==> src/rtl/pri_arb_pkg.sv <==
// ============================================================================
// Module      : pri_arb_pkg
// Description : Shared constants, state encoding and the 8-bit encoder helper
//               for the 32-input priority / round-robin arbiter.
// Revision    : 1.0 - initial release
// ============================================================================
`default_nettype none

package pri_arb_pkg;

    localparam int N_REQ  = 32;
    localparam int ID_W   = 5;
    localparam int HOLD_W = 8;

    typedef enum logic [0:0] {
        IDLE  = 1'b0,
        GRANT = 1'b1
    } state_e;

    // Highest set bit of an 8-bit vector; returns 0 when the vector is empty.
    function automatic logic [2:0] enc8(input logic [7:0] v);
        logic [2:0] idx;
        idx = 3'd0;
        for (int k = 0; k < 8; k++) begin
            if (v[k]) idx = 3'(k);
        end
        return idx;
    endfunction

endpackage

`default_nettype wire

==> src/rtl/pri_find32.sv <==
// ============================================================================
// Module      : pri_find32
// Description : Highest-active-index finder for a 32-bit active-high vector,
//               built from four cascaded 8-bit priority encoder stages.
// Revision    : 1.0 - initial release
// ============================================================================
`default_nettype none

module pri_find32
    import pri_arb_pkg::*;
(
    input  logic [N_REQ-1:0] vec_i,
    output logic [ID_W-1:0]  idx_o,
    output logic             found_o
);

    // Chain runs from the low byte upward so a higher stage always overrides.
    logic [4:0]            chain_found;
    logic [ID_W-1:0]       chain_idx [5];

    assign chain_found[0] = 1'b0;
    assign chain_idx[0]   = '0;

    for (genvar s = 0; s < 4; s++) begin : g_stage
        logic [7:0] w_byte;
        logic       w_hit;
        assign w_byte = vec_i[8*s +: 8];
        assign w_hit  = |w_byte;
        assign chain_found[s+1] = w_hit | chain_found[s];
        assign chain_idx[s+1]   = w_hit ? {2'(s), enc8(w_byte)} : chain_idx[s];
    end

    assign idx_o   = chain_idx[4];
    assign found_o = chain_found[4];

endmodule

`default_nettype wire

==> src/rtl/pri_arbiter_32.sv <==
// ============================================================================
// Module      : pri_arbiter_32
// Description : 32-input arbiter with active-low requests, fixed-priority or
//               round-robin selection, registered one-hot grant and hold limit.
// Revision    : 1.0 - initial release
// ============================================================================
`default_nettype none

module pri_arbiter_32
    import pri_arb_pkg::*;
#(
    parameter int MAX_HOLD = 16
) (
    input  logic             clk,
    input  logic             rst,
    input  logic [N_REQ-1:0] i,
    input  logic             en,
    input  logic             rr,
    output logic [N_REQ-1:0] gnt,
    output logic [ID_W-1:0]  out,
    output logic             gv,
    output logic             gs,
    output logic             eo
);

    state_e              state_q, state_d;
    logic [N_REQ-1:0]    gnt_q, gnt_d;
    logic [ID_W-1:0]     out_q, out_d;
    logic                gv_q, gv_d;
    logic [ID_W-1:0]     ptr_q, ptr_d;
    logic [HOLD_W-1:0]   hold_q, hold_d;

    logic [N_REQ-1:0]    w_req;
    logic [N_REQ-1:0]    w_below_mask;
    logic [ID_W-1:0]     w_idx_full, w_idx_below, w_winner;
    logic                w_found_full, w_found_below;
    logic                w_hold_hit;
    logic                w_release;

    assign w_req        = ~i;
    // Bits strictly below ptr; ptr=0 gives an empty mask.
    assign w_below_mask = (N_REQ'(1) << ptr_q) - N_REQ'(1);

    pri_find32 u_find_full (
        .vec_i   (w_req),
        .idx_o   (w_idx_full),
        .found_o (w_found_full)
    );

    pri_find32 u_find_below (
        .vec_i   (w_req & w_below_mask),
        .idx_o   (w_idx_below),
        .found_o (w_found_below)
    );

    assign w_winner   = (rr && w_found_below) ? w_idx_below : w_idx_full;
    // Count after this cycle's increment reaching the limit ends the grant.
    assign w_hold_hit = (MAX_HOLD != 0) &&
                        (({1'b0, hold_q} + 9'd1) >= 9'(MAX_HOLD));
    assign w_release  = i[out_q] | en | w_hold_hit;

    always_comb begin
        state_d = state_q;
        gnt_d   = gnt_q;
        out_d   = out_q;
        gv_d    = gv_q;
        ptr_d   = ptr_q;
        hold_d  = hold_q;
        case (state_q)
            IDLE: begin
                if (!en && w_found_full) begin
                    state_d = GRANT;
                    gnt_d   = N_REQ'(1) << w_winner;
                    out_d   = w_winner;
                    gv_d    = 1'b1;
                    ptr_d   = w_winner;
                    hold_d  = '0;
                end
            end
            GRANT: begin
                if (w_release) begin
                    state_d = IDLE;
                    gnt_d   = '0;
                    gv_d    = 1'b0;
                end else if (hold_q != {HOLD_W{1'b1}}) begin
                    hold_d  = hold_q + HOLD_W'(1);
                end
            end
            default: begin
                state_d = IDLE;
                gnt_d   = '0;
                gv_d    = 1'b0;
            end
        endcase
    end

    always_ff @(posedge clk) begin
        if (rst) begin
            state_q <= IDLE;
            gnt_q   <= '0;
            out_q   <= '0;
            gv_q    <= 1'b0;
            ptr_q   <= '0;
            hold_q  <= '0;
        end else begin
            state_q <= state_d;
            gnt_q   <= gnt_d;
            out_q   <= out_d;
            gv_q    <= gv_d;
            ptr_q   <= ptr_d;
            hold_q  <= hold_d;
        end
    end

    assign gnt = gnt_q;
    assign out = out_q;
    assign gv  = gv_q;
    assign gs  = ~(~en & ~(&i));
    assign eo  = ~(~en & (&i));

endmodule

`default_nettype wire

==> config.mk <==
export PLATFORM = sky130hd
export DESIGN_NAME = pri_arbiter_32
export DESIGN_NICKNAME = d
export VERILOG_FILES = /design/src/rtl/pri_arb_pkg.sv /design/src/rtl/pri_find32.sv /design/src/rtl/pri_arbiter_32.sv
export SDC_FILE = /design/constraint.sdc
export NUM_CORES = 1
export LEC_CHECK = 0
export CORE_MARGIN = 2
export CORE_UTILIZATION = 40
export DETAILED_ROUTE_END_ITERATION = 7
export PLACE_DENSITY = 0.66
export SYNTH_ARGS = -nofsm -noshare
export SYNTH_HDL_FRONTEND = slang
export SYNTH_SLANG_ARGS = --single-unit
export TNS_END_PERCENT = 30
==> constraint.sdc <==
create_clock -name clk -period 7.1 [get_ports clk]
set_input_delay 1.065 -clock clk [delete_from_list [all_inputs] [get_ports clk]]
set_output_delay 1.065 -clock clk [all_outputs]
set_load 0.01 [all_outputs]
; Yosys cells after proc, flatten, opt, wreduce, memory -nomap -nowiden
; Cells that the tools add are included.
; Widths: inputs -> output; s select.
[totals]
register_bits = 47
in_bits = 36
out_inout_bits = 40
elab_cells = 129
[classes]
add_sub_neg = 3
n_lt_le_gt_ge = 2
n_eq_ne = 5
n_shift = 2
muxes = 80
n_bitwise = 17
reduce_logical = 15
[ops]
columns = operator, count
row1 = $mux 3, 38
row2 = $mux 32, 2
row3 = $pmux 32 s2, 1
row4 = $reduce_or 8->1, 8
row5 = $shl 1x5->32 const A, 2
row6 = $mux 5, 7
row7 = $and 32x32->32, 1
row8 = $not 32->32, 1
row9 = $reduce_and 32->1, 1
row10 = $sub 32x2->32 const B, 1
row11 = $mux 2, 12
row12 = $mux 8, 3
row13 = $pmux 8 s2, 1
row14 = $mux 1, 13
row15 = $add 8x1->9 const B, 1
row16 = $ge 9x5->1 const B, 1
row17 = $add 8x1->8 const B, 1
row18 = $ne 8x8->1 const B, 1
row19 = $or 1x1->1, 8
row20 = $lt 5x6->1 const B, 1
row21 = $bmux 1 s5, 1
row22 = $not 1->1, 5
row23 = $ne 2x1->1 const B, 2
row24 = $ne 2x2->1 const B, 2
row25 = other kinds (6), 10

; Logic depth before layout (Yosys ltp)
[depth]
depth_word = 18
ltp_mapped = 17

; Cells and area by module
; From an unflattened synthesis, not the netlist that was laid out.
[hier_totals]
hier_cells = 610
area_unflattened_um2 = 4155.2
[modules_own_cells]
columns = module, instances, cells_each, area_each_um2, seq_area_each_um2
row1 = pri_arbiter_32, 1, 500, 3509.6, 940.9
row2 = pri_find32, 2, 55, 322.8, 0.0

; Worst setup path after synthesis
; No wires, ideal clock.
[synth_path]
path_type = register to register
start = register ptr_q[3]
end = register gnt_q[20] (netlist: gnt[20])
setup_ns = 0.117
t_arrival_ns = 3.635
required_ns = 6.983
path_slack_ns = 3.347
stages_incl_launch_ff = 17
period_less_slack_ns = 3.753
cell_sequence = dfxtp_1 buf_4 or4_4 nor2_1 inv_1 ha_1 buf_2 or4b_1 mux2i_1 o21ai_0 o21bai_1 a211oi_1 o21ai_0 a32o_2 and3b_1 buf_6 a32o_1
[synth_between]
elab_chain_cells = 18
[synth_lines]
columns = element, line_no
row1 = start: declaration, pri_arbiter_32.sv:30  ; logic [ID_W-1:0] ptr_q, ptr_d;
row2 = start signal: assignment, pri_arbiter_32.sv:110  ; ptr_q <= ptr_d;
row3 = $shl 1x5->32, pri_arbiter_32.sv:42  ; assign w_below_mask = (N_REQ'(1) << ptr_q) - N_REQ'(1);
row4 = $sub 32x2->32, pri_arbiter_32.sv:42
row5 = $and 32x32->32, pri_arbiter_32.sv:51  ; .vec_i (w_req & w_below_mask),
row6 = $mux 1, pri_arb_pkg.sv:25  ; if (v[k]) idx = 3'(k);
row7 = $mux 3 (6 in series), pri_arb_pkg.sv:25
row8 = $mux 3, pri_find32.sv:30  ; assign chain_idx[s+1] = w_hit ? {2'(s), enc8(w_byte)} : chain_idx[s];
row9 = $mux 5 (3 in series), pri_find32.sv:30
row10 = $mux 5, pri_arbiter_32.sv:56  ; assign w_winner = (rr && w_found_below) ? w_idx_below : w_idx_full;
row11 = $shl 1x5->32, pri_arbiter_32.sv:73  ; gnt_d = N_REQ'(1) << w_winner;
row12 = $mux 32, pri_arbiter_32.sv:71  ; if (!en && w_found_full) begin
row13 = $pmux 32 s2, pri_arbiter_32.sv:69  ; case (state_q)
row14 = end signal: assignment, pri_arbiter_32.sv:107  ; gnt_q <= gnt_d;
row15 = end: declaration, pri_arbiter_32.sv:27  ; logic [N_REQ-1:0] gnt_q, gnt_d;
; Parallel ways exist; a longest one is shown, timed or not. The select of a mux whose other input is x is not followed.
; A chain may end at the register's enable or synchronous reset.

; Final worst setup path
[layout_path]
start = register ptr_q[2]
end = register gnt_q[8] (netlist: gnt[8])
; Same word-level chain as after synthesis.

==> results <==
- The worst min-delay path startpoint is hold_q[6].
- The H-tree level count is 2.
- Once the clock tree was built, the setup fixing pass inserted 0 buffers.
- After synthesis, flip-flops and latches occupy 25.66% of the total area.
- STA classifies the critical path startpoint as a flop.
- The per-cell via count in the routed design is 6.377.
- The residual DRC count is 0.
- Leaving out filler cells and counting taps, the final layout contains 599.
- During synthesis, Yosys emitted a total of 0 warnings.
- Buffers inserted during clock tree synthesis total 5.
- The number of placed instances with taps included is 591.
- The reg-to-reg critical path endpoint is gnt[8].
- The number of cells traversed by the worst register-to-register path is 14.
- The arrival time reported for the critical path endpoint is 5.39 ns.
- The power density over cell area is 193.3 nW/µm².
- The critical path goes through buf_4 -> or4_4 -> nor2_1 -> inv_1 -> ha_1 -> nand2_1 -> o32ai_1 -> a21oi_1 -> nand4_1 -> a211oi_1 -> a31oi_1 -> o31ai_1 -> o21ai_1 -> a32o_1.
- The count of TritonRoute iterations in the first routing pass is 7.
- The clock passes through at most 2 buffers.
- The number of antenna violations at the first check in global routing is 0.
- The die covers 9950 µm².
- In this run the number of cells on the critical path is 14.
- In this run, synthesis produced a sequential element count of 47.
- The final-report hold violation count came to 0.
- The synthesized area per cell is 8.489 µm².
- The largest driver fanout on the critical path is 35.
- The total buffers and inverters traversed by the critical path is 2.
- The count of port buffers added during placement is 75.
- The tool flagged a number of max-cap violations equal to 0.
- The min-delay analysis places its worst path in the category flop to flop.
- For this design, the CTS-stage hold fixing added 0 buffers.
- The total overflow reported by the global router is 0.
- The first global-routing pass estimated 18.29 mm of wire.
- Dividing the detail-routed wire length by the instance count gives 19.33 µm.
- The number of placement rows is 34.
- The clock tree root buffer cell is sky130_fd_sc_hd__clkbuf_8.
- The register clock-pin slew on the reported worst setup and hold paths is 0.09 ns.
- The leakage component of the power is 1.513 nW.
- Summed over all nets, the half-perimeter wirelength after detailed placement is 8.398 mm.
- The max-slew violation count is 0.
- The distinct cell type count of the synthesized netlist is 84.
- The core region is 8806 µm².
- Power comes to 0.8679 mW.
- The layout has 813 filler cells.
- The cell with the largest stage delay on the worst path is sky130_fd_sc_hd__ha_1.
- The worst hold path terminates at hold_q[6].
- The count of instances resized after the clock tree is built is 0.
- Compared with the post-synthesis result, the final layout area differs by 22.45%.
- Measured against its own limit, the worst slew margin works out to 16.53%.
- Across the VDD grid, the largest voltage drop is 149.6 µV.
- The die extent in y is 99.75 µm.
- For this run, the top clock speed supported by timing is 194.2 MHz.
- The via count of the first global-routing pass is 3520.
- The largest single stage delay on the critical path is 0.91 ns.
- The setup slack of the most critical reg-to-reg path is 1.95 ns.
- The worst path in the final design needs a cycle of 5.149 ns, including I/O delays and setup.
- The final layout contains routed wiring with a total length of 11.58 mm.
- The detail route stage leaves a number of antenna-violating nets equal to 0.
- The start of the worst register-to-register path is ptr_q[2].
- The number of nets handed over by synthesis was 471.
- The diode insertion count for antenna repair is 0.
- The die width is 99.75 µm.
- The number of setup violations in the final report is 0.
- In this run the count of I/O pins placed on the die edge is 76.
- The clock skew is 0.008110 ns.
- The slew at the pin with the worst max-slew slack is 1.251 ns.
- The library cell used most frequently in the layout, excluding fill and tap cells, is sky130_fd_sc_hd__clkdlybuf4s50_1.
- Broken down by cell family, the worst path's largest delay share belongs to compound AO/OA/AOI/OAI gates.
- For this run, the leading register cell type out of synthesis is sky130_fd_sc_hd__dfxtp_1.
- Routability-driven placement finished with a final weighted congestion of 0.9371.
- Data on the critical path is required at its endpoint by 7.34 ns.
- The instance count along the most critical hold path is 1.
- The TritonCTS clock tree is yes.
- The run finished with clean final reports.
- The via total after detailed routing is 3820.
- The effective utilization at floorplan is 41.65%.
- The maximum number of pins on one net before global-route repair is 43.
- The source-to-sink clock delay at the later pin of the worst-skew pair is 0.30 ns.
- The number of synthesized flops with an enable pin is 0.
- The cell count after synthesis came out at 432.
- Of the cells placed in the final design, the portion with a size suffix greater than 1 is 10.39%.
- The number of clock sinks is 47.
- The final net count is 529.
- The minimum hold slack is 0.4605 ns.
- The top cell types in the final layout, fill and taps aside, are sky130_fd_sc_hd__clkdlybuf4s50_1 (75), sky130_fd_sc_hd__dfxtp_1 (47), sky130_fd_sc_hd__nor2_1 (34), sky130_fd_sc_hd__nand2_1 (34), sky130_fd_sc_hd__a32o_1 (32).
- The DRC violation total after the first TritonRoute iteration is 318.
- The setup TNS is 0 ns.
- The share of async-settable or async-resettable flops after synthesis is 0%.
- The synthesized netlist occupies a cell area of 3667 µm².
- The type of the setup path with the least slack is flop to flop.
- Setup repair after global routing left no endpoint under its margin.
- The endpoint type of the worst setup path is a flop.
- In the finished design, the share of the clock period the worst path needs comes to 72.52%.
- The overall global routing resource usage is 22.90%.
-- cells by family (layout without fill, tap and decap cells) --
family                     Yosys count  count (layout)  share of synthesized area, %
muxes                               12              12                         6.687
DFF                                 47              47                         25.66
AOI/OAI and AO/OA                  156             156                         32.72
xor gates and xnor gates             3               3                        0.7166
adders and majority gates            3               3                         1.024
and+or+nand+nor                    171             171                         26.95
buffers and inverters               40              99                         6.243
-- sequential cells by signal (all words and copies together), names as in the netlist --
register  cells
state_q       1
hold_q        8
gnt          32
gv            1
ptr_q         5
-- final cells by class --
type	instances	area, µm²	share of cell area, %
Clock inverter	3	18.77	0.4179
Tap cell	108	135.1	3.009
Clock buffer	5	68.82	1.532
Multi-Input combinational cell	345	2497	55.61
Timing Repair Buffer	80	788.3	17.55
Sequential cell	47	940.9	20.95
Inverter	11	41.29	0.9195
-- worst register-to-register path, stage by stage (launching register included) --
cell and delay, ns:
sky130_fd_sc_hd__dfxtp_1 0.71, sky130_fd_sc_hd__buf_4 0.36, sky130_fd_sc_hd__or4_4 0.19, sky130_fd_sc_hd__nor2_1 0.07
sky130_fd_sc_hd__inv_1 0.09, sky130_fd_sc_hd__ha_1 0.91, sky130_fd_sc_hd__nand2_1 0.36, sky130_fd_sc_hd__o32ai_1 0.41
sky130_fd_sc_hd__a21oi_1 0.12, sky130_fd_sc_hd__nand4_1 0.24, sky130_fd_sc_hd__a211oi_1 0.07, sky130_fd_sc_hd__a31oi_1 0.19
sky130_fd_sc_hd__o31ai_1 0.15, sky130_fd_sc_hd__o21ai_1 0.91, sky130_fd_sc_hd__a32o_1 0.30
-- synthesized netlist by cell type (6+ instances only) --
master	instances	area (µm²)
sky130_fd_sc_hd__mux4_2	10	225.2
sky130_fd_sc_hd__a211oi_1	8	60.06
sky130_fd_sc_hd__nand3_1	7	35.03
sky130_fd_sc_hd__o21ai_1	9	45.04
sky130_fd_sc_hd__inv_1	11	41.29
sky130_fd_sc_hd__a32o_1	32	320.3
sky130_fd_sc_hd__nand2_1	34	127.6
sky130_fd_sc_hd__nand2b_1	9	56.30
sky130_fd_sc_hd__buf_2	12	60.06
sky130_fd_sc_hd__a21oi_1	21	105.1
sky130_fd_sc_hd__nor3_1	18	90.09
sky130_fd_sc_hd__buf_4	7	52.55
sky130_fd_sc_hd__dfxtp_1	47	940.9
sky130_fd_sc_hd__nand4_1	9	56.30
sky130_fd_sc_hd__o21ai_0	20	100.1
sky130_fd_sc_hd__nor2b_1	6	37.54
sky130_fd_sc_hd__nor2_1	34	127.6
-- routing by layer --
layer  wire, µm  global-route usage [%]  vias up
li1           -                       -     1820
met1       5295                   33.46     1830
met2       5350                   35.40      154
met3        770                   3.654       16
met4        163                   5.374        0
met5          0                       0        -
-- stage by stage --
step / area [µm²] / worst slack (ns) / util [%]
after floorplan: 3667 / 3.347 / -
after global placement: 4403 / 2.243 / 50.00
after detailed placement: 4403 / 2.103 / 50.00
after CTS: 4491 / 2.051 / 50.99
after global routing: 4491 / 1.580 / 50.99
final: 4491 / 1.951 / 50.99
-- power breakdown --
group	leakage (nW)	switching (mW)	internal, mW
Combinational	1.08	0.255	0.168
Clock	0.0483	0.0918	0.0694
Sequential	0.380	0.0113	0.272
-- worst max-delay path by stage --
stage | start | to | slack (ns)
4_1_cts | ptr_q[2] | gnt[8] | 2.05
3_3_place_gp | ptr_q[2] | gnt[24] | 2.24
3_5_place_dp | ptr_q[2] | gnt[8] | 2.10
5_1_grt | ptr_q[2] | gnt[6] | 1.58
2_1_floorplan | ptr_q[3] | gnt[20] | 3.35
6_report | ptr_q[2] | gnt[8] | 1.95
No activity file was read; power rests on OpenSTA's default activity.
